<file path="src/rtl/mem_request_ctrl.sv">
`default_nettype none
// ============================================================================
// Module   : mem_request_ctrl
// Purpose  : Request sequencer in front of MainMemory. Line-fill reads and
//            write-backs arrive over a valid/ready interface, are queued in a
//            small FIFO, and are executed one at a time against MainMemory.
//            Exactly one response is returned per request, in request order.
// Ports    : clk, reset            - clock, synchronous active-high reset
//            req_*                 - request channel (valid/ready)
//            rsp_*                 - response channel (valid/ready)
//            mem_*                 - MainMemory address/data/control
//            busy                  - FSM active or requests still queued
// Options  : MEM_REQ_PAGE_CHECK_EN - when defined, a read whose returned page
//            reference differs from the requested page completes with
//            rsp_err=1 (memory contents are still returned).
// Revision : 1.0 - initial release
// ============================================================================
module mem_request_ctrl #(
   parameter int INDEX_W    = 10,
   parameter int PAGE_W     = 16,
   parameter int DATA_W     = 32,
   parameter int FIFO_DEPTH = 4,
   parameter int MEM_LINES  = 512,
   parameter int READ_LAT   = 1
) (
   input  logic               clk,
   input  logic               reset,
   // request channel
   input  logic               req_valid,
   output logic               req_ready,
   input  logic               req_write,
   input  logic [INDEX_W-1:0] req_index,
   input  logic [PAGE_W-1:0]  req_page,
   input  logic [DATA_W-1:0]  req_wdata,
   input  logic [1:0]         req_mesi,
   // response channel
   output logic               rsp_valid,
   input  logic               rsp_ready,
   output logic               rsp_write,
   output logic [DATA_W-1:0]  rsp_data,
   output logic [1:0]         rsp_mesi,
   output logic [PAGE_W-1:0]  rsp_page,
   output logic               rsp_err,
   // MainMemory interface
   output logic [INDEX_W-1:0] mem_index,
   output logic [PAGE_W-1:0]  mem_page,
   output logic [DATA_W-1:0]  mem_wdata,
   output logic               mem_we,
   output logic [1:0]         mem_mesi_in,
   input  logic [DATA_W-1:0]  mem_rdata,
   input  logic [1:0]         mem_mesi_out,
   input  logic [PAGE_W-1:0]  mem_page_out,
   // status
   output logic               busy
);

   localparam int c_PTR_W = (FIFO_DEPTH > 1) ? $clog2(FIFO_DEPTH) : 1;
   localparam int c_CNT_W = $clog2(FIFO_DEPTH + 1);
   localparam int c_LAT_W = (READ_LAT > 1) ? $clog2(READ_LAT) : 1;

   localparam logic [c_CNT_W-1:0] c_FULL     = c_CNT_W'(FIFO_DEPTH);
   localparam logic [c_LAT_W-1:0] c_LAT_LAST = c_LAT_W'(READ_LAT - 1);
   // One extra bit so MEM_LINES == 2**INDEX_W still compares correctly
   localparam logic [INDEX_W:0]   c_LINES    = (INDEX_W + 1)'(MEM_LINES);

   typedef struct packed {
      logic               write;
      logic [INDEX_W-1:0] index;
      logic [PAGE_W-1:0]  page;
      logic [DATA_W-1:0]  wdata;
      logic [1:0]         mesi;
   } req_t;

   typedef enum logic [1:0] {
      ST_IDLE  = 2'd0,
      ST_ISSUE = 2'd1,
      ST_WAIT  = 2'd2,
      ST_RESP  = 2'd3
   } state_t;

   // ------------------------------------------------------------------
   // Request queue
   // ------------------------------------------------------------------
   req_t               fifo_q [FIFO_DEPTH];
   logic [c_PTR_W-1:0] wr_ptr_q;
   logic [c_PTR_W-1:0] rd_ptr_q;
   logic [c_CNT_W-1:0] count_q;

   // FSM / request register / registered outputs
   state_t             state_q;
   logic               wr_q;       // current request is a write
   logic               oor_q;      // current request index is out of range
   logic [c_LAT_W-1:0] lat_q;
   logic [INDEX_W-1:0] mem_index_q;
   logic [PAGE_W-1:0]  mem_page_q;
   logic [DATA_W-1:0]  mem_wdata_q;
   logic               mem_we_q;
   logic [1:0]         mem_mesi_q;
   logic               rsp_valid_q;
   logic               rsp_write_q;
   logic [DATA_W-1:0]  rsp_data_q;
   logic [1:0]         rsp_mesi_q;
   logic [PAGE_W-1:0]  rsp_page_q;
   logic               rsp_err_q;

   req_t w_req_in;
   req_t w_head;
   logic w_push;
   logic w_pop;
   logic w_bypass;
   logic w_enq;
   logic w_load;
   logic w_in_range;

   assign req_ready = (count_q != c_FULL);
   assign w_push    = req_valid && req_ready;
   assign w_req_in  = {req_write, req_index, req_page, req_wdata, req_mesi};

   // An idle FSM with an empty queue takes the incoming request directly so
   // that ISSUE follows the accept cycle immediately; the entry never lands
   // in the FIFO in that case.
   assign w_pop      = (state_q == ST_IDLE) && (count_q != '0);
   assign w_bypass   = w_push && (state_q == ST_IDLE) && (count_q == '0);
   assign w_enq      = w_push && !w_bypass;
   assign w_load     = w_pop || w_bypass;
   assign w_head     = w_pop ? fifo_q[rd_ptr_q] : w_req_in;
   assign w_in_range = ({1'b0, w_head.index} < c_LINES);

   always_ff @(posedge clk) begin
      if (reset) begin
         wr_ptr_q <= '0;
         rd_ptr_q <= '0;
         count_q  <= '0;
      end else begin
         if (w_enq) begin
            fifo_q[wr_ptr_q] <= w_req_in;
            wr_ptr_q         <= wr_ptr_q + c_PTR_W'(1);
         end
         if (w_pop) begin
            rd_ptr_q <= rd_ptr_q + c_PTR_W'(1);
         end
         case ({w_enq, w_pop})
            2'b10:   count_q <= count_q + c_CNT_W'(1);
            2'b01:   count_q <= count_q - c_CNT_W'(1);
            default: count_q <= count_q;
         endcase
      end
   end

   // ------------------------------------------------------------------
   // Access sequencer. The mem_* registers double as the address/data
   // part of the request register: they are loaded once when a request
   // leaves IDLE and then held until the next in-range request.
   // ------------------------------------------------------------------
   always_ff @(posedge clk) begin
      if (reset) begin
         state_q     <= ST_IDLE;
         wr_q        <= 1'b0;
         oor_q       <= 1'b0;
         lat_q       <= '0;
         mem_index_q <= '0;
         mem_page_q  <= '0;
         mem_wdata_q <= '0;
         mem_we_q    <= 1'b0;
         mem_mesi_q  <= '0;
         rsp_valid_q <= 1'b0;
         rsp_write_q <= 1'b0;
         rsp_data_q  <= '0;
         rsp_mesi_q  <= '0;
         rsp_page_q  <= '0;
         rsp_err_q   <= 1'b0;
      end else begin
         mem_we_q <= 1'b0;
         case (state_q)
            ST_IDLE: begin
               if (w_load) begin
                  wr_q    <= w_head.write;
                  oor_q   <= !w_in_range;
                  state_q <= ST_ISSUE;
                  // Out-of-range requests leave the memory port untouched;
                  // they still spend one ISSUE slot so every request sees
                  // the same minimum latency.
                  if (w_in_range) begin
                     mem_index_q <= w_head.index;
                     mem_page_q  <= w_head.page;
                     mem_wdata_q <= w_head.wdata;
                     mem_mesi_q  <= w_head.mesi;
                     mem_we_q    <= w_head.write;
                  end
               end
            end
            ST_ISSUE: begin
               lat_q <= '0;
               if (oor_q || wr_q) begin
                  rsp_valid_q <= 1'b1;
                  rsp_write_q <= wr_q;
                  rsp_data_q  <= '0;
                  rsp_mesi_q  <= '0;
                  rsp_page_q  <= '0;
                  rsp_err_q   <= oor_q;
                  state_q     <= ST_RESP;
               end else begin
                  state_q <= ST_WAIT;
               end
            end
            ST_WAIT: begin
               if (lat_q == c_LAT_LAST) begin
                  rsp_valid_q <= 1'b1;
                  rsp_write_q <= 1'b0;
                  rsp_data_q  <= mem_rdata;
                  rsp_mesi_q  <= mem_mesi_out;
                  rsp_page_q  <= mem_page_out;
`ifdef MEM_REQ_PAGE_CHECK_EN
                  // mem_page_q still holds the requested page of this read
                  rsp_err_q   <= (mem_page_out != mem_page_q);
`else
                  rsp_err_q   <= 1'b0;
`endif
                  state_q     <= ST_RESP;
               end else begin
                  lat_q <= lat_q + c_LAT_W'(1);
               end
            end
            ST_RESP: begin
               if (rsp_ready) begin
                  rsp_valid_q <= 1'b0;
                  state_q     <= ST_IDLE;
               end
            end
            default: state_q <= ST_IDLE;
         endcase
      end
   end

   assign mem_index   = mem_index_q;
   assign mem_page    = mem_page_q;
   assign mem_wdata   = mem_wdata_q;
   assign mem_we      = mem_we_q;
   assign mem_mesi_in = mem_mesi_q;
   assign rsp_valid   = rsp_valid_q;
   assign rsp_write   = rsp_write_q;
   assign rsp_data    = rsp_data_q;
   assign rsp_mesi    = rsp_mesi_q;
   assign rsp_page    = rsp_page_q;
   assign rsp_err     = rsp_err_q;
   assign busy        = (state_q != ST_IDLE) || (count_q != '0);

endmodule
`default_nettype wire

</file>
<file path="config.mk">
export PLATFORM = sky130hd
export DESIGN_NAME = mem_request_ctrl
export DESIGN_NICKNAME = d
export VERILOG_FILES = /design/src/rtl/mem_request_ctrl.sv
export SDC_FILE = /design/constraint.sdc
export NUM_CORES = 1
export LEC_CHECK = 0
export BUFFER_PORTS_ARGS = -buffer_cell sky130_fd_sc_hd__buf_2
export CORE_UTILIZATION = 60
export DETAILED_ROUTE_END_ITERATION = 7
export PLACE_DENSITY = 0.83
export SLEW_MARGIN = 20
export SYNTH_ARGS = -nofsm -noshare
export SYNTH_HDL_FRONTEND = slang
export SYNTH_SLANG_ARGS = --single-unit
export TNS_END_PERCENT = 10
</file>
<file path="constraint.sdc">
create_clock -name clk -period 9.4 [get_ports clk]
set_input_delay 2.82 -clock clk [delete_from_list [all_inputs] [get_ports clk]]
set_output_delay 2.82 -clock clk [all_outputs]
set_load 0.01 [all_outputs]
</file>
* Word-level counts from Yosys, hierarchy flattened *
Memories as Yosys holds them, arrays and structs flattened. A register that Yosys moved wholly into a read port is not among the register bits.
Index checks and enable logic that the tools add are counted.

storage, ports and cells
  flip-flop bits (word level) = 126
  RAM bits = 244
  output and inout bits = 116
  memories kept = 1

memories
  memory  depth  bits a word  rd ports  clocked after memory_dff  wr ports  RTL line  text
  fifo_q  4      61           1         1                         1         84        req_t fifo_q [FIFO_DEPTH];

operators by class
  $add $sub $neg = 5
  order comparisons = 1
  equality and inequality tests = 10
  muxes and demuxes = 32
  bitwise logic cells = 3
  reductions and logical operators = 23

operators with widths
  cell                    count
  $mux W32                2
  $pmux W32 S2            1
  $mux W61                1
  $mux W16                2
  $pmux W16 S2            1
  $mux W2                 7
  $mux W1                 11
  $lt A10 B10 Y1 const B  1
  $reduce_and A3 Y1       3
  $ne A2 B2 Y1 const B    4
  $pmux W2 S4             1
  $eq A2 B2 Y1 const B    3
  $pmux W1 S2             3
  $pmux W3 S2             1
  $reduce_bool A2 Y1      3
  $reduce_bool A3 Y1      2
  $logic_and A1 B1 Y1     5
  $add A2 B1 Y2 const B   2
  $eq A2 B1 Y1 const B    2
  $pmux W2 S2             1
  $reduce_and A4 Y1       1
  $reduce_or A4 Y1        1
  $add A3 B1 Y3 const B   1
  $logic_not A3 Y1        1
  other kinds (9)         14

* Logic depth before layout (Yosys ltp) *
Gate-level depths: netlist (run 1).

  depth in word-level cells = 9
  depth in mapped cells = 11
  gate-level depth less buffers = 10

* Worst setup path before layout (run 1) *
OpenSTA, ideal clock, no wires.

  kind = in2reg
  start = input reset
  end = memory fifo_q[0][0] in the netlist's numbering, enable pin
  setup time = 0.426 ns
  data arrival time = 4.628 ns
  data required time = 8.974 ns
  setup slack = 4.347 ns
  stages = 3
  path buffers = 1
  cell sequence = clkbuf_1 > nor2_1 > and2_1

between the ends
  cells in the longest elaborated chain, start to end = 2

ends and longest elaborated chain
  item                           RTL line  text
  from (decl)                    27        input logic reset,
  $mux W1                        130       if (reset) begin
  $mux W1 (implied by the code)  136       fifo_q[wr_ptr_q] <= w_req_in;
  to (decl)                      84

Every way passes these cells.

* Worst setup path after layout (run 1) *
  start = register state_q[0]
  end = output busy

between the ends
  cells in the longest elaborated chain, start to end = 2

ends and longest elaborated chain
  item                    RTL line  text
  from (decl)             90        state_t state_q;
  from (signal assigned)  157       state_q <= ST_IDLE;
  from (signal assigned)  179       state_q <= ST_ISSUE;
  from (signal assigned)  201       state_q <= ST_RESP;
  $reduce_bool A2 Y1      246       assign busy = (state_q != ST_IDLE) || (count_q != '0);
  $logic_or A1 B1 Y1      246
  to (decl)               54        output logic busy

Every way passes these cells.

==> run metrics, run 1 <==
worst hold slack 476 ps; reg2reg path depth 10; Reg clk slew, reported paths ~60 ps; Post-synth EDFFs 244; CP Launch Type register; Hold Path Cell Cnt 2; Setup Skew about 22 ps; final hold viol count 0; HP Class reg2reg; maximum vdd ir drop 0.000205 V; Fmax 208 MHz; FF+latch count, synth 371; die height 155 um; crit-path cells inv_1, ha_1, or4b_4, buf_2; Critical R2R Launch state_q[0]; critical path arrival 1980 ps; Die Width 155 um; WL per Instance approximately 20 um; Syn Nets 1036; Area growth, synth to finish 18.9%; max-cap viol count 0; Num CTS Buffers 37; critical path's slowest cell or4b_4; routability cong. approximately 0.72; Worst Hold Path EP rsp_valid; Clock Latency Late Sink between 500 and 600 ps; die area roughly 24000 um2; hold path startpoint rsp_valid; Synth Warn # 0; slack of the worst reg-to-reg path 6550 ps; synth unique cells 38; RSZ-0062 raised after global routing no; # DRC 0; Syn Inst Count 910; antenna violations before repair 1; via/cell ratio 5.75; core area 22800 um2; Async SR Flop Fraction 0; vias in the first global route 8199; Routed Antenna Nets 0; Seq/Total Area, Yosys 0.704; Crit Path Max Fanout 4; Overflow after GRT 0; via count 8412; status complete, no violations; Nets 1248; DR pass1 iterations 8; Detailed Place HPWL 16600 um; CTS Root Cell clkbuf_16; H-tree Lvls 2; Pwr per Cell Area 294 nW/um2; Overall Global Routing Usage 0.244; setup repair bufs after CTS 0; Worst path max stage delay ~540 ps; Slew @ Worst Pin ~1100 ps; row cnt 55; fin crit share 0.511; Max Root-Sink Buffers 3; CTS sink cnt 371; FILL cells about 1400; hold-fix buffers at CTS 0; pin count of the biggest net entering global routing 74; final setup fails 0; ys flop type edfxtp_1; Tmin final 4800 ps; Initial Utilization 0.616; share of post-route cells with drive strength above 1 0.348; R2R Path End count_q[2]; final WL ~29000 um; Port Buffers 230; first-pass GRT wire length around 45000 um; Req. time, crit path 6580 ps; Leak 6.11 nW; initial DRC count 747; CP endpoint kind output pin; synthesized area per cell 15.4 um2; ant diodes 0; Post-Syn Area 14000 um2; WS Path Type reg2out; Slew HR 0.293; setup TNS 0 ps; IO Count 231; CTS tree yes; Slew Limit Fails 0; # resized after CTS 0
-- layer usage --
layer	part of all wire	GRT usage	wire [um]	vias to the layer above
met2	0.51	0.425	14800	320
met3	0.066	0.0468	1900	49
met1	0.40	0.310	11600	4152
met4	0.019	0.0750	555	2
met5	0.00031	0	9	-
li1	-	-	-	3889
-- sequential cells by signal (all words and copies together) (netlist names), 3 cells and up, named ones only --
signal,cells
count_q,3
fifo_q,244
mem_index,10
mem_page,16
mem_wdata,32
rsp_data,32
rsp_page,16
-- worst max path at each step --
| stage | start | endpoint | slack, ps | depth (start not counted) |
|---|---|---|---|---|
| 6_report | state_q[0] | busy | 4600 | 4 |
| 5_1_grt | state_q[0] | busy | 4500 | 4 |
| 4_1_cts | state_q[0] | busy | 4570 | 4 |
| 3_5_place_dp | reset | fifo_q[1][27] | 4650 | 3 |
| 3_3_place_gp | reset | fifo_q[1][20] | 4700 | 3 |
| 2_1_floorplan | reset | fifo_q[0][0] | 4350 | 3 |
-- report_power, final --
group | switching (W) | internal, W | leakage, nW
Combinational | 0.000806 | 0.000517 | 2.24
Clock | 0.000591 | 0.000902 | 0.624
Sequential | 0.000129 | 0.00195 | 3.24
Total | 0.00153 | 0.00337 | 6.11
-- critical path, delay by kind of cell (launching register included) --
family	cells	cell delay (ps)
buffers and inverters	2	330
and+or+nand+nor	1	540
adders and majority gates	1	280
DFF	1	330
-- cells by family after synthesis --
kind of cell	Yosys count	share of synthesized area
buffers and inverters	74	0.0233
adder cells (fa/ha/maj)	11	0.0104
flip-flops	371	0.704
AO/OA/AOI/OAI	125	0.0858
XOR/XNOR	5	0.00312
AND/OR/NAND/NOR	259	0.0726
multiplexers	65	0.101
-- synth_stat cells (all sizes together), types with 4 or more instances --
master / count / area, um2
a22oi: 52 / 390
a311oi: 59 / 704
and2: 4 / 25.0
buf: 22 / 131
clkbuf: 42 / 158
dfxtp: 127 / 2540
edfxtp: 244 / 7330
ha: 10 / 125
inv: 10 / 37.5
mux4: 61 / 1370
nand2: 120 / 450
nor2: 125 / 469
-- per-stage QoR --
step / instance area [um2] / power (W) / std cells / util / setup WS (ps)
after floorplan: 14000 / 0.00305 / 910 / - / 4350
after global placement: 15400 / 0.00337 / 1395 / 0.675 / 4700
after detailed placement: 15400 / 0.00342 / 1395 / 0.675 / 4650
after CTS: 16600 / 0.00492 / 1463 / 0.731 / 4570
after global routing: 16700 / 0.00514 / 1464 / 0.732 / 4500
final: 16700 / 0.00490 / 1464 / 0.732 / 4600
-- final cells by class --
type / instances / area (um2) / area share
timing repair buffer: 237 / 1230 / 0.0736
clock inverter: 15 / 158 / 0.00946
clock buffer: 53 / 1100 / 0.0661
inverter: 10 / 37.5 / 0.00225
multi-input combinational: 465 / 3870 / 0.232
tap: 313 / 392 / 0.0235
sequential: 371 / 9880 / 0.593
-- layout by cell type (no fill, tap or decap), types with 3 or more instances in the layout --
cell type / n
nor2_1: 125
a21oi_1: 3
inv_1: 9
and2_4: 4
edfxtp_1: 244
a311oi_2: 30
buf_4: 7
clkbuf_16: 39
clkbuf_1: 6
nand2_1: 120
bufinv_16: 3
clkbuf_8: 7
mux2i_1: 3
ha_1: 10
a311oi_1: 29
a22oi_1: 52
clkinv_2: 7
dfxtp_1: 125
buf_2: 229
xor2_1: 3
o21ai_0: 3
mux4_2: 61
(Power assumes the default switching activity.)
==> run 2: changes to the inputs <==
Settings changed: CORE_UTILIZATION 60 to 51, PLACE_DENSITY 0.83 to 0.75.
Clock period 9.4 ns to 4 ns, I/O delays scaled along.
==> run 2 against run 1 <==
Effect of this change: register-to-register slack lost 5400 ps; sequential power grew 130%; worst setup slack lost 3800 ps; critical path type unchanged.
==> run metrics, run 2 (synthesized netlist as in run 1, its figures left out) <==
status complete, no violations; Nets 1256; RSZ-0062 raised after global routing no; Post-Route Utilization 0.623; Hold Path Cell Cnt 1; IO Count 231; Routed Antenna Nets 0; # DRC 0; CTS Root Cell clkbuf_16; Critical path origin state_q[0]; DR pass1 iterations 5; Worst path max stage delay 540 ps; FILL cells 1917; WL per Instance 19.6 um; Slew Limit Fails 0; Req. time, crit path roughly 2800 ps; # resized after CTS 0; CP Launch Type register; Initial Utilization 0.520; Biggest register fifo_q; Clock Latency Late Sink 520 ps; Port Buffers between 200 and 250; slack of the worst reg-to-reg path 1160 ps; first-pass GRT wire length around 45000 um; commonest non-fill, non-tap cells in the layout edfxtp_1, buf_2, nor2_1, dfxtp_1, nand2_1; maximum vdd ir drop 0.000431 V; die area 28200 um2; Tmin final approximately 3200 ps; setup repair bufs after CTS 0; Detailed Place HPWL 17900 um; commonest non-fill, non-tap cell in the layout edfxtp_1; Slew @ Worst Pin 1040 ps; CTS tree yes; Overflow after GRT 0; R2R Path End count_q[2]; crit-path cells inv_1, ha_1, or4b_4, buf_2; H-tree Lvls 2; Max Root-Sink Buffers 3; Pwr per Cell Area ~690 nW/um2; initial DRC count 667; Fmax 315 MHz; max-cap viol count 0; critical path arrival 1970 ps; die height 168 um; via/cell ratio 5.68; Setup Skew approximately 23 ps; HP Class reg2reg; CP endpoint kind output pin; routability cong. 0.716; Num CTS Buffers 37; Critical R2R Launch state_q[0]; Final Cell Area roughly 17000 um2; Placed Area 15500 um2; setup TNS 0 ps; Area growth, synth to finish 19.8%; antenna violations before repair 5; row cnt 60; core area approximately 27000 um2; share of post-route cells with drive strength above 1 0.350; final setup fails 0; final WL 29400 um; fin crit share 0.793; CTS sink cnt 371; via count 8526; final hold viol count 0; Slew HR 0.306; Reg clk slew, reported paths 60 ps; CP endpoint busy; vias in the first global route 8140; Pwr Total 0.0115 W; worst hold slack 474 ps; Crit Path Max Fanout 4; Die Width ~170 um; critical path's slowest cell or4b_4; WS Path Type reg2out; sum of buffers and inverters on the critical path 2; Worst path depth 4; max reg flops 244; pin count of the biggest net entering global routing 122; CP delay by family, top simple AND/OR/NAND/NOR gates; Overall Global Routing Usage 0.209; reg2reg path depth 10; Leak 6.15 nW; hold-fix buffers at CTS 0
==> run 2: report_power, final <==
part	leakage, nW	total, W	internal (W)	switching [W]
registers	3.24	0.00483	0.00459	0.000245
logic	2.29	0.00318	0.00124	0.00195
clock network	0.613	0.00352	0.00213	0.00139
total	6.15	0.0115	0.00795	0.00358
==> run 2: area by class of cell <==
type,instances,area (um2),share of cell area
repair buffers,245,1320,0.0788
diodes,2,5.00,0.000298
inverters,10,37.5,0.00223
clock buffers,52,1070,0.0636
well taps,341,427,0.0254
clock inverters,16,185,0.0110
multi-input cells,465,3870,0.231
flip-flops and latches,371,9880,0.588
==> run 2: worst min-delay path by stage <==
stage | startpoint | endpoint | slack (ps)
5_1_grt | mem_index[9] | mem_index[9] | 480
4_1_cts | mem_index[9] | mem_index[9] | 470
3_3_place_gp | mem_index[9] | mem_index[9] | 460
3_5_place_dp | mem_index[9] | mem_index[9] | 470
6_report | mem_index[9] | mem_index[9] | 470
2_1_floorplan | rd_ptr_q[1] | register | 480
==> run 2: stage by stage <==
stage	setup WS, ps	std cells
floorplan	567	910
global placement	990	1431
detailed placement	918	1431
CTS	799	1499
global route	731	1500
finish	828	1502
==> run 2: per-layer routing <==
layer | global-route usage | wire (um) | part of all wire
met1 | 0.271 | 12100 | 0.41
met2 | 0.356 | 14600 | 0.50
met3 | 0.0451 | 2200 | 0.075
met4 | 0.0614 | 531 | 0.018
met5 | 0 | 35 | 0.0012
==> run 3: changes to the inputs <==
Settings changed: ABC_AREA set to 1, CORE_UTILIZATION 51 to 57, PLACE_DENSITY 0.75 to 0.79.
Clock period 4 ns to 3 ns, I/O delays scaled along.
==> run 3 against run 2 <==
Effect of this change: combinational power grew 87%; wire length grew 27%; area after synthesis grew 11%; utilization grew 5.6 points; cell count grew 48%; non-clock buffer count grew 7; highest routed layer unchanged.
==> run metrics, run 3 <==
critical path's slowest cell dfxtp_1; Port Buffers 230; via count 12100; initial DRC count 1003; antenna violations before repair 5; HP Class reg2reg; post-synth top area share 0.472; die height 167 um; commonest non-fill, non-tap cell in the layout nand2_1; commonest non-fill, non-tap cells in the layout nand2_1, edfxtp_1, buf_2; Clock power frac 0.277; Overall Global Routing Usage 0.266; Routed Antenna Nets 0; Nets about 2000; maximum vdd ir drop between 0.0007 and 0.0008 V; status complete, no violations; Crit Path Max Fanout 5; Critical path origin state_q[0]; max reg flops around 240; Post-Synth Simple-Gate Area 0.237; post-synthesis compound-gate area fraction 0.0565; final hold viol count 0; critical path arrival 1650 ps; Critical R2R Launch state_q[0]; Worst path max stage delay ~400 ps; pin count of the biggest net entering global routing 112; Fmax 392 MHz; Num CTS Buffers 38; Reg clk slew, reported paths ~60 ps; hold path startpoint mem_index[9]; Syn Inst Count 1659; reg2reg path depth 9; Post-Route Utilization 0.680; WL per Instance 16.8 um; Setup WS pre-CTS 539 ps; Pwr per Cell Area 955 nW/um2; Post-Syn Area 15500 um2; slack of the worst reg-to-reg path 660 ps; crit-path cells inv_1, ha_1, nand3_1, buf_2; CTS sink cnt 371; sum of buffers and inverters on the critical path 2; DR pass1 iterations 6; Req. time, crit path 2100 ps; CTS Root Cell clkbuf_16; row cnt 60; H-tree Lvls 2; Async SR Flop Fraction 0; IO Count roughly 230; Setup Skew 18.6 ps; Final Cell Area 18300 um2; core area 26900 um2; hold-fix buffers at CTS 0; routability cong. 0.812; CP delay by family, top flip-flops; Slew Limit Fails 0; Seq/Total Area, Yosys 0.635; via/cell ratio 5.47; vias in the first global route 11800; largest family of logic cells by synthesized area simple AND/OR/NAND/NOR gates; die area 27900 um2; final setup fails 0; Overflow after GRT 0; Max Root-Sink Buffers 3; most common cell in the netlist nand2_1; final setup margin 449 ps; worst hold slack 444 ps; leading area contributor after synthesis edfxtp_1; WS Path Type reg2out; Gate power share 0.342; Placed Area 16900 um2; share of post-route cells with drive strength above 1 0.174; Synth Warn # 0; ys flop type edfxtp_1; Slew HR 0.405; CP Launch Type register; mux share of post-synthesis cell area 0; max-cap viol count 0; FF+latch count, synth 371; Die Width 167 um; CTS tree yes; synth top area cells edfxtp_1, dfxtp_1, nand2_1, nand3_1, inv_1; synth unique cells 27; sequential share of power 0.381; Synth Area in XOR/XNOR 0; final WL 37300 um; Hold Path Cell Cnt 2; CP endpoint kind output pin; setup repair bufs after CTS 0; R2R Path End mem_index[5]; Area growth, synth to finish 17.6%; post-synthesis adder-cell area fraction 0.00934; Worst Hold Path EP mem_index[9]; Biggest register fifo_q; Internal between 0.01 and 0.015 W; first-pass GRT wire length 59200 um; # DRC 0; RSZ-0062 raised after global routing no; Tmin final 2550 ps; synth cell count leaders nand2_1, edfxtp_1, nand3_1; Clock Latency Late Sink 530 ps; Initial Utilization 0.578; synthesized area per cell approximately 9.4 um2; sw frac 0.363; Slew @ Worst Pin 892 ps; Post-synth EDFFs 244; fin crit share 0.850; Detailed Place HPWL 21100 um; # resized after CTS 0; Syn Nets 1785; Psw between 0.006 and 0.007 W; Leak 8.00 nW
## run 3: cell count changes after synthesis, sizes merged, moves of 10 or more
| cell | delta |
|---|---|
| a21oi | +85 |
| a22oi | -52 |
| a311oi | -59 |
| buf | +10 |
| clkbuf | +36 |
| inv | +120 |
| mux4 | -61 |
| nand2 | +403 |
| nand3 | +135 |
| nand3b | +34 |
| nand4 | +52 |
| o21ai | +78 |
## run 3: through the flow
step / instances / total power, W / setup TNS (ps)
floorplan: 1659 / 0.0108 / -853
global placement: 2142 / 0.0124 / 0
detailed placement: 2142 / 0.0126 / 0
CTS: 2212 / 0.0175 / 0
global route: 2215 / 0.0185 / 0
finish: 2218 / 0.0174 / 0
## run 3: power groups by stage
stage / combinational, W / sequential (W) / clock, W
2_1_floorplan: 0.00395 / 0.00687 / 0
3_3_place_gp: 0.00575 / 0.00670 / 0
3_5_place_dp: 0.00591 / 0.00673 / 0
4_1_cts: 0.00596 / 0.00664 / 0.00489
5_1_grt: 0.00669 / 0.00672 / 0.00509
6_report: 0.00596 / 0.00664 / 0.00484
## run 3: routing by layer
layer | up-vias | GRT usage | share of wire
met5 | - | 0 | 0.00035
met4 | 2 | 0.0789 | 0.022
met3 | 69 | 0.0654 | 0.089
met2 | 489 | 0.458 | 0.49
met1 | 5714 | 0.333 | 0.40
li1 | 5864 | - | -
## run 3: final cells by class
cell class / instances / area (um2)
well taps: 341 / 427
multi-input cells: 1047 / 4750
fillers: 2021 / 8610
inverters: 131 / 494
diodes: 6 / 15.0
flip-flops and latches: 371 / 9870
repair buffers: 252 / 1400
clock buffers: 57 / 1160
clock inverters: 13 / 141
## run 3: worst max-delay path by stage
| stage | endpoint | cells past startpoint |
|---|---|---|
| final | busy | 4 |
| after global routing | busy | 4 |
| after CTS | busy | 4 |
| after detailed placement | fifo_q[0][15] | 5 |
| after global placement | fifo_q[3][42] | 5 |
| after floorplan | fifo_q[0][0] | 5 |
## run 3: cells by family (layout without fill, tap and decap cells)
logic type      count (synthesis)  in the layout
compound gates                172            172
fa+ha+maj                      11             11
buf+inv                       241            453
flops                         371            371
other cells                     0              6
simple gates                  864            864
## run 3: worst reg2reg max path, delay by kind of cell, from the launching register on
| family | cells | cell delay [ps] |
|---|---|---|
| flops | 1 | 340 |
| compound gates | 2 | 340 |
| buf+inv | 3 | 960 |
| fa+ha+maj | 1 | 280 |
| simple gates | 3 | 330 |
